`src/rtl/cronometro_controle_if.sv`:
```
// rtl/cronometro_controle_if.sv - panel/counter-bank signal bundle for the stopwatch controller
interface cronometro_controle_if #(
  parameter int DIGITS = 2
);
  logic                start;
  logic                stop;
  logic                clear;
  logic [4*DIGITS-1:0] target;
  logic [4*DIGITS-1:0] q;
  logic [DIGITS-1:0]   en;
  logic                clr;
  logic                tick;
  logic                running;
  logic                done;

  // Panel and counter bank side: drives commands and the digit readback.
  modport master (
    output start, stop, clear, target, q,
    input  en, clr, tick, running, done
  );

  // Controller side.
  modport slave (
    input  start, stop, clear, target, q,
    output en, clr, tick, running, done
  );
endinterface

```
`src/rtl/cronometro_controle.sv`:
```
// rtl/cronometro_controle.sv - run/pause/clear controller for a cascade of BCD digit counters
module cronometro_controle #(
  parameter int DIGITS   = 2,
  parameter int PRESCALE = 4
) (
  input logic                  clock,
  input logic                  reset,
  cronometro_controle_if.slave ctl
);

  localparam int PW = (PRESCALE > 1) ? $clog2(PRESCALE) : 1;
  localparam logic [PW-1:0] PRE_LAST = PW'(PRESCALE - 1);

  localparam logic [1:0] S_IDLE  = 2'd0;
  localparam logic [1:0] S_RUN   = 2'd1;
  localparam logic [1:0] S_PAUSE = 2'd2;
  localparam logic [1:0] S_DONE  = 2'd3;

  logic [1:0]        state;
  logic [1:0]        state_nxt;
  logic [PW-1:0]     pre;
  logic              clr_pend;
  logic              hit;
  logic              tick_int;
  logic [DIGITS-1:0] en_int;

  // Full-width compare: a target digit above 9 can never match, so counting never ends.
  assign hit      = (ctl.q == ctl.target);
  assign tick_int = (state == S_RUN) && (pre == PRE_LAST);

  // Decimal carry chain: a digit counts when all lower digits are at 9 on a tick.
  always_comb begin
    en_int    = '0;
    en_int[0] = tick_int & ~hit;
    for (int i = 1; i < DIGITS; i++) begin
      en_int[i] = en_int[i-1] & (ctl.q[4*(i-1) +: 4] == 4'd9);
    end
  end

  assign ctl.en   = en_int;
  assign ctl.tick = tick_int;

  // Next-state selection; clear beats stop, stop beats start.
  always_comb begin
    state_nxt = state;
    if (ctl.clear) begin
      state_nxt = S_IDLE;
    end else begin
      case (state)
        S_IDLE: begin
          if (!ctl.stop && ctl.start) begin
            state_nxt = hit ? S_DONE : S_RUN;
          end
        end
        S_RUN: begin
          if (ctl.stop) begin
            state_nxt = S_PAUSE;
          end else if (hit) begin
            state_nxt = S_DONE;
          end
        end
        S_PAUSE: begin
          if (!ctl.stop && ctl.start) begin
            state_nxt = S_RUN;
          end
        end
        default: state_nxt = state;
      endcase
    end
  end

  // State, prescaler and registered outputs; clr_pend forces one clr pulse after reset.
  always_ff @(posedge clock) begin
    if (reset) begin
      state       <= S_IDLE;
      pre         <= '0;
      clr_pend    <= 1'b1;
      ctl.clr     <= 1'b0;
      ctl.running <= 1'b0;
      ctl.done    <= 1'b0;
    end else begin
      state       <= state_nxt;
      clr_pend    <= 1'b0;
      ctl.clr     <= ctl.clear | clr_pend;
      ctl.running <= (state_nxt == S_RUN);
      ctl.done    <= (state_nxt == S_DONE);
      if (ctl.clear || (state == S_IDLE && state_nxt == S_RUN)) begin
        pre <= '0;
      end else if (state == S_RUN) begin
        pre <= (pre == PRE_LAST) ? '0 : pre + 1'b1;
      end
    end
  end

endmodule

```
`src/flat_wrapper.sv`:
```
// flat-port wrapper written by rule: the top's interface ports become plain ports
module cronometro_controle_flat 
#(
  parameter int DIGITS   = 2,
  parameter int PRESCALE = 4
)
  (clock, reset, ctl_start, ctl_stop, ctl_clear, ctl_target, ctl_q, ctl_en, ctl_clr, ctl_tick, ctl_running, ctl_done);
  cronometro_controle_if #(.DIGITS(DIGITS)) ctl_i ();
  input logic clock;
  input logic reset;
  input wire logic [$bits(ctl_i.start)-1:0] ctl_start;
  input wire logic [$bits(ctl_i.stop)-1:0] ctl_stop;
  input wire logic [$bits(ctl_i.clear)-1:0] ctl_clear;
  input wire logic [$bits(ctl_i.target)-1:0] ctl_target;
  input wire logic [$bits(ctl_i.q)-1:0] ctl_q;
  output wire logic [$bits(ctl_i.en)-1:0] ctl_en;
  output wire logic [$bits(ctl_i.clr)-1:0] ctl_clr;
  output wire logic [$bits(ctl_i.tick)-1:0] ctl_tick;
  output wire logic [$bits(ctl_i.running)-1:0] ctl_running;
  output wire logic [$bits(ctl_i.done)-1:0] ctl_done;
  assign ctl_i.start = ctl_start;
  assign ctl_i.stop = ctl_stop;
  assign ctl_i.clear = ctl_clear;
  assign ctl_i.target = ctl_target;
  assign ctl_i.q = ctl_q;
  assign ctl_en = ctl_i.en;
  assign ctl_clr = ctl_i.clr;
  assign ctl_tick = ctl_i.tick;
  assign ctl_running = ctl_i.running;
  assign ctl_done = ctl_i.done;
  cronometro_controle #(.DIGITS(DIGITS), .PRESCALE(PRESCALE)) u_core (.clock(clock), .reset(reset), .ctl(ctl_i));
endmodule
```
`config.mk`:
```
export PLATFORM = sky130hd
export DESIGN_NAME = cronometro_controle_flat
export DESIGN_NICKNAME = d
export VERILOG_FILES = /design/src/rtl/cronometro_controle_if.sv /design/src/rtl/cronometro_controle.sv /design/src/flat_wrapper.sv
export SDC_FILE = /design/constraint.sdc
export NUM_CORES = 1
export LEC_CHECK = 0
export CORE_AREA = 2 2 39 41
export DETAILED_ROUTE_END_ITERATION = 6
export DIE_AREA = 0 0 41 43
export DONT_BUFFER_PORTS = 1
export GPL_ROUTABILITY_DRIVEN = 0
export PLACE_DENSITY = 0.59
export SLEW_MARGIN = 20
export SYNTH_ARGS = -nofsm -noshare
export SYNTH_HDL_FRONTEND = slang
export SYNTH_SLANG_ARGS = --single-unit
```
`constraint.sdc`:
```
create_clock -name clock -period 1.5 [get_ports clock]
set_clock_uncertainty 0.05 [all_clocks]
set_input_delay 0.225 -clock clock [delete_from_list [all_inputs] [get_ports clock]]
set_output_delay 0.225 -clock clock [all_outputs]
set_load 0.01 [all_outputs]
```
==> results <==
## path summary, 6_finish.rpt
check / endpoint
min: u_core.ctl.done$_SDFF_PP0_
min reg2reg: u_core.ctl.clr$_SDFF_PP0_
max reg2reg: u_core.ctl.running$_SDFF_PP0_
max: ctl_en[1]
## flip-flops by register name (all words and copies together) (netlist names)
signal,count
u_core.state,2
u_core.ctl.clr,1
u_core.pre,2
u_core.ctl.running,1
u_core.clr_pend,1
u_core.ctl.done,1
## synthesized netlist by cell type, drive strengths merged
master	n	area, um2
clkbuf	1	3.75
mux2i	2	20.0
and2	1	7.51
xor2	8	70.1
nor2b	1	6.26
dfxtp	8	160
a211oi	1	7.51
nor4	2	25.0
nand3	2	10.0
nand2	2	7.51
ha	1	12.5
inv	3	11.3
a21oi	5	25.0
a2111oi	2	30.0
nor2	8	30.0
o31a	1	8.76
nor3	4	20.0
or2	1	6.26
## repair_timing
action | 4_1_cts | 5_1_grt
gates resized for setup | 2 | 2
hold endpoints to repair | 3 | 0
hold buffers | 2 | 0
pin swaps | 1 | 1
setup endpoints to repair | 1 | 1
## cell usage in the layout (no fill, tap or decap), drive strengths merged
cell	n
ha	1
inv	3
nor4	2
mux2i	2
or2	1
nand3	2
buf	5
xor2	8
dlygate4sd3	2
nor3	4
nor2	8
a21oi	5
nand2	2
nor2b	1
clkbuf	3
o31a	1
a2111oi	2
a211oi	1
dfxtp	8
and2	1
## cell type report
class                           count  area share (%)
Multi-Input combinational cell     41            52.1
Inverter                            3            1.98
Tap cell                           16            3.52
Sequential cell                     8            28.4
Timing Repair Buffer                7            10.1
Clock buffer                        3            3.96
## layer usage
layer	GRT usage [%]	share of wire, %	vias up
li1	-	-	203
met1	14.2	38	183
met2	19.1	55	11
met3	7.85	6.5	0
met4	2.00	0	0
met5	0	0	-
## where the power goes
part | switching, mW | internal (mW) | leakage, nW
Clock | 0.0722 | 0.0915 | 0.0138
Sequential | 0.00417 | 0.219 | 0.0659
Combinational | 0.0301 | 0.0313 | 0.139
## stage by stage
| stage | cells | hold slack (ns) | total power, mW | area, um2 |
|---|---|---|---|---|
| 2_1_floorplan | 53 | 0.203 | 0.271 | 462 |
| 3_5_place_dp | 73 | 0.203 | 0.283 | 515 |
| 4_1_cts | 78 | 0.00880 | 0.454 | 566 |
| 3_3_place_gp | 73 | 0.203 | 0.283 | 515 |
| 5_1_grt | 78 | 0.00838 | 0.471 | 569 |
| 6_report | 78 | 0.00942 | 0.448 | 569 |
## logic make-up (layout without fill, tap and decap cells)
| family | after synthesis | count (layout) | share of synthesized area [%] |
|---|---|---|---|
| AND/OR/NAND/NOR | 21 | 21 | 24.4 |
| adder cells (fa/ha/maj) | 1 | 1 | 2.71 |
| AO/OA/AOI/OAI | 9 | 9 | 15.4 |
| buffers and inverters | 4 | 13 | 3.25 |
| flip-flops | 8 | 8 | 34.7 |
| XOR/XNOR | 8 | 8 | 15.2 |
| multiplexers | 2 | 2 | 4.34 |
==> reports/qor.csv <==
metric,value,unit
nets@finish,86,
CTS root buffer,clkbuf_4,
CP arrival,1.14,ns
post-CTS setup buffer count,0,
Power Dens Cells,787,mW/mm2
"Seq/Total Area, Yosys",34.7,%
DR vias/cell,5.09,
Worst Tran Pin Value,0.285,ns
initial antenna violation count,0,
RSZ-0062 raised after global routing,no,
Netlist Area Pre-Place,462,um2
P_leak,0.219,nW
Slew headroom,81.0,%
Final Hold Vio Count,0,
pin count of the biggest net entering global routing,7,
Crit Path Class,reg -> out,
CTS Buffer Depth,2,
Port Buffer Count,0,
fin crit share,94.6,%
post-synthesis net count,75,
CP Capture Type,primary output,
instance count on the critical path,5,
setup_tns,0,ns
share of layout cells above drive strength 1,27.4,%
status,"complete, no violations",
largest delay contributor family on the critical path,simple AND/OR/NAND/NOR gates,
f_max,705,MHz
hold_sp,ctl_stop,
maxcap violations,0,
CP required,1.22,ns
synthesized instance count,53,
Ys Warns,0,
reg2reg setup slack,0.29,ns
CTS tree,built,
Synth cell types,18,
clock sinks,8,
number of synthesized register bits,8,
FF-to-FF path depth,5,
post-route ant nets,0,
Place WS,0.0929,ns
Peak supply drop,500,uV
worst path cell trace,inv_1 -> nor2_2 -> nand2_1 -> nor3_2 -> buf_4,
Post-Route WL,920,um
Skew-Pair Late Insertion Delay,0.25,ns
Final WS setup,0.0815,ns
area of the multi-input gates,297,um2
dpl hpwl,725,um
first-pass GRT wire length,1.50,mm
std cell rows,14,
drt pass-1 iters,3,
Final setup viols,0,
crit start category,flop,
Initial Utilization,33.4,%
H-tree depth,1,
Boundary Pins,27,
Clock Pin Slew Worst Setup and Hold Paths,0.06,ns
CTS buffer count,3,
DR iter-0 viols,9,
DRC viols,0,
Layout area overhead,23.3,%
Mean Syn Cell Area,8.71,um2
die area,0.00176,mm2
crit path max-delay cell type,dfxtp_1,
Total GRT Usage,12.4,%
final core utilization,41.1,%
via count,397,
fin crit period,1.42,ns
sequential cell area,161,um2
core area,0.00138,mm2
largest fanout on the critical path,3,
wire length per cell,11.8,um
Worst R2R Start,u_core.state[0]$_SDFF_PP0_,
Ant. Diodes,0,
gr ovfl total,0,
crit-path max cell delay,0.33,ns
Max Slew Vio Count,0,
Critical Path Source,u_core.state[0]$_SDFF_PP0_,
CP Buf/Inv Count,2,
height of the die,43,um
die width,41,um
vias in the first global route,381,
fillers,145,
hold path cells,1,
HP Class,in -> reg,
(Power assumes the default switching activity.)
